<file path="src/rtl/rr_mux_arb.sv">
// M-channel arbitrated multiplexer: forced-select, fixed-priority or round-robin
// grant feeding a single-entry registered output stage.
module rr_mux_arb #(
  parameter int N = 1,
  parameter int M = 4,
  localparam int SW = (M > 1) ? $clog2(M) : 1
) (
  input  logic           clk,
  input  logic           rst,
  input  logic [M*N-1:0] in_data,
  input  logic [M-1:0]   in_valid,
  output logic [M-1:0]   in_ready,
  input  logic [1:0]     mode,
  input  logic [SW-1:0]  select,
  output logic [N-1:0]   out_data,
  output logic           out_valid,
  input  logic           out_ready,
  output logic [SW-1:0]  out_chan,
  output logic [SW-1:0]  rr_ptr_dbg
);

  // Handshake: a beat moves on a rising edge when valid and ready are both high
  // on that port; ready never asserts without the matching valid.
  logic [M-1:0]  grant;
  logic [SW-1:0] rr_ptr;
  logic [SW-1:0] gidx;
  logic [N-1:0]  sel_data;
  logic          found;
  logic          load_en;
  logic          accept;

  assign load_en    = ~out_valid | out_ready;
  assign in_ready   = grant & {M{load_en & ~rst}};
  assign accept     = |in_ready;
  assign rr_ptr_dbg = rr_ptr;

  always_comb begin
    grant = '0;
    found = 1'b0;
    case (mode)
      2'd0: begin
        for (int i = 0; i < M; i++) begin
          if (select == SW'(i)) grant[i] = in_valid[i];
        end
      end
      2'd2: begin
        // First pass covers rr_ptr..M-1; the second wraps to the lowest index.
        for (int i = 0; i < M; i++) begin
          if (!found && in_valid[i] && (SW'(i) >= rr_ptr)) begin
            grant[i] = 1'b1;
            found    = 1'b1;
          end
        end
        for (int i = 0; i < M; i++) begin
          if (!found && in_valid[i]) begin
            grant[i] = 1'b1;
            found    = 1'b1;
          end
        end
      end
      default: begin
        for (int i = 0; i < M; i++) begin
          if (!found && in_valid[i]) begin
            grant[i] = 1'b1;
            found    = 1'b1;
          end
        end
      end
    endcase
  end

  always_comb begin
    gidx     = '0;
    sel_data = '0;
    for (int i = 0; i < M; i++) begin
      if (grant[i]) begin
        gidx     = SW'(i);
        sel_data = in_data[i*N +: N];
      end
    end
  end

  always_ff @(posedge clk) begin
    if (rst) begin
      out_valid <= 1'b0;
      out_data  <= '0;
      out_chan  <= '0;
      rr_ptr    <= '0;
    end else if (load_en) begin
      if (accept) begin
        out_data  <= sel_data;
        out_chan  <= gidx;
        out_valid <= 1'b1;
        rr_ptr    <= (gidx == SW'(M - 1)) ? '0 : gidx + SW'(1);
      end else begin
        out_valid <= 1'b0;
      end
    end
  end

endmodule
</file>
<file path="config.mk">
export PLATFORM = sky130hd
export DESIGN_NAME = rr_mux_arb
export DESIGN_NICKNAME = d
export VERILOG_FILES = /design/src/rtl/rr_mux_arb.sv
export SDC_FILE = /design/constraint.sdc
export NUM_CORES = 1
export LEC_CHECK = 0
export BUFFER_PORTS_ARGS = -buffer_cell sky130_fd_sc_hd__buf_4
export CAP_MARGIN = 40
export CORE_AREA = 2 2 39 41
export CTS_CLUSTER_DIAMETER = 30
export DETAILED_ROUTE_END_ITERATION = 6
export DIE_AREA = 0 0 41 43
export PLACE_DENSITY = 0.74
export SETUP_SLACK_MARGIN = 0.3
export SYNTH_ARGS = -nofsm -noshare
export SYNTH_HDL_FRONTEND = slang
export SYNTH_SLANG_ARGS = --single-unit
</file>
<file path="constraint.sdc">
create_clock -name clk -period 1.8 [get_ports clk]
set_input_delay 0.27 -clock clk [delete_from_list [all_inputs] [get_ports clk]]
set_output_delay 0.27 -clock clk [all_outputs]
set_load 0.01 [all_outputs]
</file>
==> metrics.md, run 1 <==
| Metric | Value |
|---|---|
| Worst slack, placed | `0.0247 ns` |
| Area of the multi-input gates | `563 sq um` |
| Crit path top cell by count | `buf_6` |
| Final setup fails | `0` |
| Least-Margin Pin Slew | `0.425 ns` |
| I/O Buffers | `24` |
| Ys Warns | `0` |
| I/O Pins | `25` |
| Vias in the first global route | `599` |
| Slew Viols, Final | `0` |
| FF-to-FF Start | `rr_ptr_dbg[1]` |
| Worst hold margin | `0.232 ns` |
| Mapped Nets | `88` |
| FP Rows | `14` |
| Clock slew at reported path FFs | `0.05 ns` |
| Initial Util | `41.5%` |
| Vias post-DR | `692` |
| Dominant cells by area after synthesis | `dfxtp_1 (21%), nor2_1 (5.9%), a2111oi_4 (4.8%), nor3b_1 (3.9%), a21oi_1 (3.5%)` |
| Max-cap violations | `0` |
| Worst EP arrival | `1.50 ns` |
| Reg-to-Reg End | `out_chan[1]` |
| Synth top area share | `20.9%` |
| Hold depth | `2` |
| Final period util | `98.1%` |
| DP HPWL | `1.14 mm` |
| Post-route cell area | `1020 sq um` |
| Hold path endpoint | `out_chan[1]` |
| Leakage power | `0.000420 uW` |
| Die ar. | `1760 sq um` |
| DRT iter0 DRCs | `25` |
| Crit Path Max Fanout | `6` |
| Status | `completed` |
| Worst Reg2Reg Path Length in Cells | `7` |
| Critical path class | `flop to primary output` |
| CP top delay family | `compound AO/OA/AOI/OAI gates` |
| Syn-to-layout area delta | `77.3%` |
| Final WL | `1.87 mm` |
| CTS sink cnt | `6` |
| H-tree Lvls | `1` |
| Reg-to-reg setup timing slack | `0.06 ns` |
| Slew HR | `71.6%` |
| Clock Path Buffers | `2` |
| Type of origin of the critical path | `flop` |
| Routed length per instance | `15.2 um` |
| Initial antenna violation count | `0` |
| Critical-path cell list | `buf_6 -> o21ai_2 -> a211o_1 -> o21ai_4 -> nor2_4 -> buf_6` |
| Fin Setup TNS | `0 ns` |
| Post-route minimum period | `1.77 ns` |
| Power share of the clock group | `22.6%` |
| WP buf/inv | `2` |
| First-pass GRT wire length | `2.63 mm` |
| Register area | `128 sq um` |
| Power Density | `537 nW/um^2` |
| CTS tree | `done` |
| CTS Hold Buffers Added | `0` |
| Netlist Area Pre-Place | `574 sq um` |
| Via density | `5.63` |
| CTS Buf Count | `3` |
| Hold Startpoint | `rst` |
| Leading area contributor after synthesis | `dfxtp_1` |
| DP Area | `808 sq um` |
| Syn_area_per_cell | `7.87 sq um` |
| Clock latency on the worst-skew pair | `0.24 ns` |
| GRT Total Usage | `21.5%` |
| Post-route ant nets | `0` |
| Proportion of layout cells with a drive suffix above 1 | `59.8%` |
| Final hold vios | `0` |
| DRC | `0` |
| Drt pass-1 iters | `4` |
| Fmax | `0.566 GHz` |
| Die width | `41 um` |
| Slowest stage delay, CP | `0.38 ns` |
| Largest net degree at the start of global routing | `11` |
| Hold WC Path Type | `input port to flop` |
| Final nets | `124` |
| Worst vdd rail ir drop | `0.000383 V` |
| Unique masters post-synth | `36` |
| Synth async-reset ratio | `0%` |
| Grt ovf | `0` |
| Cell internal pwr | `358 uW` |
| Comb pwr share | `47.9%` |
| #FFs+latches synth | `6` |
| Seq/Total Area, Yosys | `20.9%` |
| Switching power | `189 uW` |
| Routability cong. | `0.825` |
| Final Skew | `0.00340 ns` |
| Reg power frac | `29.5%` |
| Post-synthesis cell count | `73` |
| Switching Fraction | `34.5%` |
| Layout filler cell count | `104` |
| Setup ws final | `0.0346 ns` |
| Core Box Area | `1380 sq um` |
| Main synth FF type | `dfxtp_1` |
| WP depth | `6` |
| Slowest-stage cell, CP | `dfxtp_4` |
| RSZ-0062 raised after global routing | `true` |
| Required time of the critical path | `1.53 ns` |
| Number of enable flip-flop cells after synthesis | `0` |
| Antenna Cells | `0` |
| Die Ht | `43 um` |
| Clock root buffer | `clkbuf_4` |
| Worst setup EP type | `primary output` |
## worst max-delay path by stage
stage / from / end / slack (ns)
6_report: rr_ptr_dbg[1] / in_ready[0] / 0.03
3_3_place_gp: in_valid[0] / out_chan[1] / 0.06
4_1_cts: rr_ptr_dbg[1] / in_ready[0] / 0.05
3_5_place_dp: in_valid[0] / out_chan[1] / 0.02
5_1_grt: rr_ptr_dbg[1] / in_ready[3] / -0.04
2_1_floorplan: rr_ptr_dbg[1] / out_chan[1] / 0.22
## metrics by stage
stage / total power, uW / instances / utilization, %
CTS: 503 / 118 / 64.9
global route: 579 / 123 / 73.6
detailed placement: 357 / 111 / 58.4
global placement: 356 / 111 / 58.4
floorplan: 281 / 73 / -
finish: 547 / 123 / 73.6
## cells by family after synthesis
family / Yosys count / share of synthesized area (%)
DFF: 6 / 20.9
buffers and inverters: 7 / 4.79
AOI/OAI and AO/OA: 25 / 39.0
and+or+nand+nor: 34 / 33.6
muxes: 1 / 1.74
## power by group through the flow
stage	clock (uW)	sequential (uW)	combinational [uW]
after floorplan	0	165	116
after global placement	0	163	192
after detailed placement	0	164	193
after CTS	128	161	214
after global routing	138	163	277
final	124	161	262
## per-layer routing
metal  up-vias  wire length (um)  GRT usage (%)
met4         0                 0           4.00
met2        32               967           29.7
met1       320               801           32.6
met3         0                97           6.28
li1        340                 -              -
met5         -                 0              0
## flip-flops by register name, indices dropped and copies added (netlist names)
signal / cells
out_chan: 2
out_data: 1
out_valid: 1
rr_ptr_dbg: 2
## cells in the final DEF, fill, tap and decap left out, types with 2 or more instances in the layout
cell / n
inv_1: 5
nor3b_4: 2
and2_1: 2
dfxtp_1: 4
nor2_4: 2
clkbuf_4: 3
buf_4: 28
nand2b_1: 3
nor2b_2: 3
nor2_1: 6
buf_6: 5
a21oi_1: 3
o21bai_1: 2
o21a_1: 2
dfxtp_4: 2
nor3_1: 2
nand2_1: 4
o22ai_1: 3
## synthesized netlist by cell type, types with 2 or more instances
| cell | instances |
|---|---|
| a21oi_1 | 4 |
| and2_1 | 2 |
| dfxtp_1 | 6 |
| inv_1 | 5 |
| nand2_1 | 5 |
| nand2b_1 | 3 |
| nor2_1 | 9 |
| nor2b_1 | 3 |
| nor3_1 | 3 |
| nor3b_1 | 3 |
| o21a_1 | 2 |
| o21bai_1 | 2 |
| o22ai_1 | 3 |
## layout make-up
class | instances | area share (%)
flip-flops and latches | 6 | 12.5
repair buffers | 33 | 26.2
well taps | 16 | 1.97
inverters | 5 | 1.84
multi-input cells | 60 | 55.3
clock buffers | 3 | 2.21
## what timing repair did
| action | 4_1_cts | 5_1_grt |
|---|---|---|
| resized for setup | 10 | 20 |
| hold endpoints to repair | 0 | 0 |
| pin swaps | 6 | 11 |
| setup endpoints to repair | 10 | 10 |
| setup buffers | 4 | 5 |
Power figures use the tool's default switching activity.
==> inputs of run 2 (changes only) <==
--- a/config.mk
+++ b/config.mk
@@ -7,11 +7,13 @@
 export LEC_CHECK = 0
 export BUFFER_PORTS_ARGS = -buffer_cell sky130_fd_sc_hd__buf_4
 export CAP_MARGIN = 40
-export CORE_AREA = 2 2 39 41
+export CELL_PAD_IN_SITES_DETAIL_PLACEMENT = 2
+export CELL_PAD_IN_SITES_GLOBAL_PLACEMENT = 2
+export CORE_MARGIN = 2
+export CORE_UTILIZATION = 24
 export CTS_CLUSTER_DIAMETER = 30
 export DETAILED_ROUTE_END_ITERATION = 6
-export DIE_AREA = 0 0 41 43
-export PLACE_DENSITY = 0.74
+export PLACE_DENSITY_LB_ADDON = 0.1
 export SETUP_SLACK_MARGIN = 0.3
 export SYNTH_ARGS = -nofsm -noshare
 export SYNTH_HDL_FRONTEND = slang
==> run 2 against run 1 <==
  * Non-clock buffer count grew 3
  * Clock skew grew 0.0019 ns
  * Utilization shrank 28 points
  * Largest power group unchanged
  * Largest cell class unchanged
  * Clock power grew 6%
==> metrics.md, run 2 (synthesis results as in run 1) <==
| Metric | Value |
|---|---|
| Syn-to-layout area delta | `76.3% (was 77.3%)` |
| Fmax | `0.564 GHz (was 0.566 GHz)` |
| Least-Margin Pin Slew | `0.444 ns (was 0.425 ns)` |
| Worst EP arrival | `1.50 ns (about the same)` |
| Power Density | `549 nW/um^2 (was 537 nW/um^2)` |
| Die Ht | `52.9 um (was 43 um)` |
| Final nets | `127 (was 124)` |
| FF-to-FF Start | `rr_ptr_dbg[0] (was rr_ptr_dbg[1])` |
| Antenna Cells | `0 (unchanged)` |
| GRT Total Usage | `19.8% (was 21.5%)` |
| CTS Hold Buffers Added | `0 (unchanged)` |
| Vias in the first global route | `768 (was 599)` |
| Worst Reg2Reg Path Length in Cells | `7 (unchanged)` |
| RSZ-0062 raised after global routing | `true (unchanged)` |
| Max-cap violations | `0 (unchanged)` |
| Post-route minimum period | `1.77 ns (about the same)` |
| Die width | `52.9 um (was 41 um)` |
| I/O Buffers | `24 (unchanged)` |
| Initial Util | `25.7% (was 41.5%)` |
| Routability cong. | `0.820 (was 0.825)` |
| Clock Path Buffers | `2 (unchanged)` |
| DP HPWL | `1.52 mm (was 1.14 mm)` |
| Required time of the critical path | `1.53 ns (about the same)` |
| Largest net degree at the start of global routing | `10 (was 11)` |
| Register area | `128 sq um (unchanged)` |
| Slew Viols, Final | `0 (unchanged)` |
| DP Area | `823 sq um (was 808 sq um)` |
| Post-route ant nets | `0 (unchanged)` |
| Final Skew | `0.00526 ns (was 0.00340 ns)` |
| Worst hold margin | `0.226 ns (was 0.232 ns)` |
| Grt ovf | `0 (unchanged)` |
| Initial antenna violation count | `0 (unchanged)` |
| First-pass GRT wire length | `3.96 mm (was 2.63 mm)` |
| CTS tree | `done (unchanged)` |
| Worst setup EP type | `primary output (unchanged)` |
| Post-layout util | `45.3% (was 73.6%)` |
| Type of origin of the critical path | `flop (unchanged)` |
| Hold WC Path Type | `input port to flop (unchanged)` |
| Routed length per instance | `17.1 um (was 15.2 um)` |
| Area of the multi-input gates | `527 sq um (was 563 sq um)` |
| CTS sink cnt | `6 (unchanged)` |
| Final setup fails | `0 (unchanged)` |
| Commonest non-fill, non-tap cell in the layout | `buf_4 (unchanged)` |
| Vias post-DR | `715 (was 692)` |
| Leakage power | `0.000424 uW (was 0.000420 uW)` |
| Core Box Area | `2230 sq um (was 1380 sq um)` |
| Clock latency on the worst-skew pair | `0.26 ns (was 0.24 ns)` |
| Hold Startpoint | `rst (unchanged)` |
| Critical path startpoint | `rr_ptr_dbg[1] (unchanged)` |
| Final WL | `2.36 mm (was 1.87 mm)` |
| Clock root buffer | `clkbuf_4 (unchanged)` |
| Reg-to-reg setup timing slack | `0.06 ns (about the same)` |
| Die ar. | `2800 sq um (was 1760 sq um)` |
| H-tree Lvls | `1 (unchanged)` |
| Proportion of layout cells with a drive suffix above 1 | `59.1% (was 59.8%)` |
| I/O Pins | `25 (unchanged)` |
| FP Rows | `17 (was 14)` |
| Worst vdd rail ir drop | `0.000439 V (was 0.000383 V)` |
| Crit Path Max Fanout | `6 (unchanged)` |
| Final period util | `98.5% (was 98.1%)` |
| DRT iter0 DRCs | `6 (was 25)` |
| Slew HR | `70.3% (was 71.6%)` |
| Reg-to-Reg End | `out_chan[1] (unchanged)` |
| Via density | `5.18 (was 5.63)` |
| Hold depth | `2 (unchanged)` |
| Status | `completed (unchanged)` |
| Final hold vios | `0 (unchanged)` |
| Layout filler cell count | `261 (was 104)` |
| Hold path endpoint | `out_chan[1] (unchanged)` |
| CTS Buf Count | `3 (unchanged)` |
| Clock slew at reported path FFs | `0.04 ns (was 0.05 ns)` |
| Critical path class | `flop to primary output (unchanged)` |
| Most frequent cells in the layout | `buf_4 (33), nor2_1 (6), inv_1 (5), nand2_1 (5), dfxtp_1 (4) (was buf_4 (28), nor2_1 (6), inv_1 (5), buf_6 (5))` |
| DRC | `0 (unchanged)` |
| Post-route cell area | `1010 sq um (was 1020 sq um)` |
| Drt pass-1 iters | `3 (was 4)` |
[run 2: power breakdown]
| group | leakage (uW) | internal (uW) | switching (uW) |
|---|---|---|---|
| sequential | 0.0000509 | 147 | 13.8 |
| clock | 0.0000138 | 75.9 | 55.4 |
| combinational | 0.000359 | 135 | 129 |
| total | 0.000424 | 357 | 198 |
[run 2: worst max-delay path: stages, from the launching register on]
cell and delay, ns:
dfxtp_4 0.37, buf_6 0.13, o21ai_2 0.05, a211o_1 0.30, o21ai_4 0.20, nor2_4 0.07, buf_6 0.13
[run 2: how the worst max path moves through the flow]
stage | endpoint | slack [ns]
after global placement | out_data | 0.05
final | in_ready[0] | 0.03
after global routing | out_chan[1] | -0.04
after floorplan | out_chan[1] | 0.22
after detailed placement | out_chan[1] | 0.01
after CTS | in_ready[0] | 0.05
[run 2: what timing repair did]
item / CTS / global route
pin swaps: 12 / 5
gates cloned: 0 / 0
buffers inserted: 12 / 0
endpoints found under the setup margin: 10 / 10
gates resized for setup: 17 / 5
[run 2: per-layer routing]
| metal | vias to the layer above | part of all wire (%) | wire length [um] | global-route usage [%] |
|---|---|---|---|---|
| met5 | - | 0 | 0 | 0 |
| met4 | 0 | 1.3 | 31 | 5.56 |
| met3 | 4 | 4.0 | 95 | 5.08 |
| met2 | 20 | 46 | 1080 | 29.4 |
| met1 | 348 | 49 | 1150 | 28.0 |
| li1 | 343 | - | - | - |
[run 2: cell type report]
| class | count | area share (%) |
|---|---|---|
| tap | 28 | 3.46 |
| clock buffer | 3 | 2.22 |
| timing repair buffer | 36 | 27.8 |
| sequential | 6 | 12.6 |
| multi-input combinational | 60 | 52.0 |
| inverter | 5 | 1.85 |
[run 2: metrics by stage]
step	instances	setup TNS, ns	power [uW]	worst slack (ns)
after floorplan	73	0	281	0.222
after global placement	123	0	363	0.0544
after detailed placement	123	0	366	0.0113
after CTS	138	0	541	0.0499
after global routing	138	-0.122	591	-0.0360
final	138	0	556	0.0263
==> inputs of run 3 (changes only) <==
--- a/config.mk
+++ b/config.mk
@@ -5,14 +5,14 @@
 export SDC_FILE = /design/constraint.sdc
 export NUM_CORES = 1
 export LEC_CHECK = 0
-export BUFFER_PORTS_ARGS = -buffer_cell sky130_fd_sc_hd__buf_4
 export CAP_MARGIN = 40
 export CELL_PAD_IN_SITES_DETAIL_PLACEMENT = 2
 export CELL_PAD_IN_SITES_GLOBAL_PLACEMENT = 2
 export CORE_MARGIN = 2
-export CORE_UTILIZATION = 24
+export CORE_UTILIZATION = 31
 export CTS_CLUSTER_DIAMETER = 30
 export DETAILED_ROUTE_END_ITERATION = 6
+export DONT_BUFFER_PORTS = 1
 export PLACE_DENSITY_LB_ADDON = 0.1
 export SETUP_SLACK_MARGIN = 0.3
 export SYNTH_ARGS = -nofsm -noshare
==> run 3 against run 2 <==
  * Power fell by 17%
  * Wire length fell by 12%
  * Die area fell by 21%
==> metrics.md, run 3 (synthesis results as in run 1) <==
| Metric | Value |
|---|---|
| DP HPWL | `1.40 mm (was 1.52 mm)` |
| Final period util | `97.3% (was 98.5%)` |
| Clock slew at reported path FFs | `0.05 ns (was 0.04 ns)` |
| Most frequent cells in the layout | `buf_4 (6), inv_1 (5), nand2_1 (5), nor2_1 (5), dfxtp_1 (4) (was buf_4 (33), nor2_1 (6), inv_1 (5), nand2_1 (5), dfxtp_1 (4))` |
| Final setup fails | `0 (unchanged)` |
| DRC | `0 (unchanged)` |
| FP Rows | `15 (was 17)` |
| GRT Total Usage | `20.6% (was 19.8%)` |
| Post-route ant nets | `0 (unchanged)` |
| Largest net degree at the start of global routing | `10 (unchanged)` |
| Wire length on met3 | `95 um (unchanged)` |
| Worst EP arrival | `1.90 ns (was 1.50 ns)` |
| Critical path startpoint | `rr_ptr_dbg[0] (was rr_ptr_dbg[1])` |
| Slew Viols, Final | `0 (unchanged)` |
| Initial antenna violation count | `0 (unchanged)` |
| Slowest-stage cell, CP | `dfxtp_4 (unchanged)` |
| DRT iter0 DRCs | `5 (was 6)` |
| Final Skew | `0.00906 ns (was 0.00526 ns)` |
| Required time of the critical path | `1.95 ns (was 1.53 ns)` |
| Worst vdd rail ir drop | `0.000322 V (was 0.000439 V)` |
| Top routing layer used | `met3 (was met4)` |
| Slew HR | `71.2% (was 70.3%)` |
| Clock Path Buffers | `2 (unchanged)` |
| FF-to-FF Start | `rr_ptr_dbg[0] (unchanged)` |
| Clock root buffer | `clkbuf_4 (unchanged)` |
| Drt pass-1 iters | `3 (unchanged)` |
| Fmax | `0.571 GHz (was 0.564 GHz)` |
| Max-cap violations | `0 (unchanged)` |
| Worst setup EP type | `flop (was primary output)` |
| Design Power | `464 uW (was 556 uW)` |
| Commonest non-fill, non-tap cell in the layout | `buf_4 (unchanged)` |
| Grt ovf | `0 (unchanged)` |
| Hold Startpoint | `rst (unchanged)` |
| Core Box Area | `1730 sq um (was 2230 sq um)` |
| Leakage power | `0.000277 uW (was 0.000424 uW)` |
| I/O Buffers | `0 (was 24)` |
| Via density | `5.63 (was 5.18)` |
| CP top delay family | `compound AO/OA/AOI/OAI gates (unchanged)` |
| Reg-to-reg setup timing slack | `0.05 ns (was 0.06 ns)` |
| Worst Reg2Reg Path Length in Cells | `7 (unchanged)` |
| Power Density | `597 nW/um^2 (was 549 nW/um^2)` |
| Clock latency on the worst-skew pair | `0.25 ns (was 0.26 ns)` |
| Vias post-DR | `597 (was 715)` |
| Final WL | `2.07 mm (was 2.36 mm)` |
| Die width | `47.0 um (was 52.9 um)` |
| Critical path class | `flop to flop (was flop to primary output)` |
| Slowest stage delay, CP | `0.43 ns (was 0.37 ns)` |
| Initial Util | `33.3% (was 25.7%)` |
| Routed length per instance | `19.6 um (was 17.1 um)` |
| First-pass GRT wire length | `3.08 mm (was 3.96 mm)` |
| Critical-path cell list | `nor2b_2 -> nor4b_4 -> o31ai_2 -> buf_4 -> o21a_4 -> a31o_4 -> a2111oi_4 (was buf_6 -> o21ai_2 -> a211o_1 -> o21ai_4 -> nor2_4 -> buf_6)` |
| Worst hold margin | `0.0819 ns (was 0.226 ns)` |
| Hold path endpoint | `out_chan[1] (unchanged)` |
| H-tree Lvls | `1 (unchanged)` |
| Type of origin of the critical path | `flop (unchanged)` |
| I/O Pins | `25 (unchanged)` |
| CTS Buf Count | `3 (unchanged)` |
| Die ar. | `2210 sq um (was 2800 sq um)` |
| CTS tree | `done (unchanged)` |
| Proportion of layout cells with a drive suffix above 1 | `40.7% (was 59.1%)` |
| Hold WC Path Type | `input port to flop (unchanged)` |
| Die Ht | `47.0 um (was 52.9 um)` |
| Final nets | `98 (was 127)` |
| Crit Path Max Fanout | `8 (was 6)` |
| Least-Margin Pin Slew | `0.431 ns (was 0.444 ns)` |
| Hold depth | `1 (was 2)` |
| WP buf/inv | `1 (was 2)` |
| RSZ-0062 raised after global routing | `true (unchanged)` |
| Metal2 WL | `988 um (was 1.08 mm)` |
| WP depth | `7 (was 6)` |
| Vias in the first global route | `613 (was 768)` |
| Post-route minimum period | `1.75 ns (was 1.77 ns)` |
| CTS Hold Buffers Added | `0 (unchanged)` |
| Reg-to-Reg End | `out_chan[1] (unchanged)` |
| Antenna Cells | `0 (unchanged)` |
| Syn-to-layout area delta | `35.3% (was 76.3%)` |
| Final hold vios | `0 (unchanged)` |
| Status | `completed (unchanged)` |
| CTS sink cnt | `6 (unchanged)` |
| Length of routed wiring on met1 | `990 um (was 1.15 mm)` |
| Routability cong. | `0.727 (was 0.820)` |
==> run 3: changes by cell type in the layout (fill, tap and decap cells not counted), sizes merged <==
cell and change:
buf -29
==> run 3: stage by stage <==
step	setup WS [ns]	instance area (sq um)	cells	TNS (ns)	utilization, %
finish	0.0481	777	106	0	45.0
global route	-0.0373	777	106	-0.0554	45.0
CTS	0.0756	731	104	0	42.3
detailed placement	0.0827	647	97	0	37.5
global placement	0.0683	647	97	0	37.5
floorplan	0.222	624	73	0	-
==> run 3: area by class of cell <==
| type | count | area (sq um) |
|---|---|---|
| repair buffers | 7 | 56.3 |
| flip-flops and latches | 6 | 128 |
| well taps | 25 | 31.3 |
| clock buffers | 3 | 22.5 |
| multi-input cells | 60 | 520 |
| fillers | 199 | 950 |
| inverters | 5 | 18.8 |
==> run 3: repair_timing <==
| item | CTS | global route |
|---|---|---|
| endpoints found under the hold margin | 0 | 0 |
| pin swaps | 6 | 3 |
| setup buffers | 4 | 2 |
| setup endpoints to repair | 10 | 10 |
| resized for setup | 9 | 6 |
==> run 3: how the worst max path moves through the flow <==
stage / slack (ns) / end
global placement: 0.07 / out_data
detailed placement: 0.08 / out_chan[1]
CTS: 0.08 / out_chan[1]
global route: -0.04 / in_ready[3]
finish: 0.05 / out_chan[1]
floorplan: 0.22 / out_chan[1]
==> run 3: per-layer routing <==
layer  up-vias  GRT usage [%]
li1        286              -
met1       294           30.2
met2        17           31.0
met3         0           5.00
met4         0           3.33
met5         -              0
==> run 3: worst reg2reg max path, cell delays in order (launching register included) <==
cell and delay, ns:
dfxtp_4 0.43, nor2b_2 0.08, nor4b_4 0.22, o31ai_2 0.13, buf_4 0.17, o21a_4 0.12
a31o_4 0.25, a2111oi_4 0.27
==> run 3: power breakdown <==
| part | total [uW] | switching (uW) | internal [uW] |
|---|---|---|---|
| Sequential | 169 | 22.1 | 147 |
| Combinational | 163 | 80.8 | 81.8 |
| Clock | 132 | 56.3 | 76.0 |
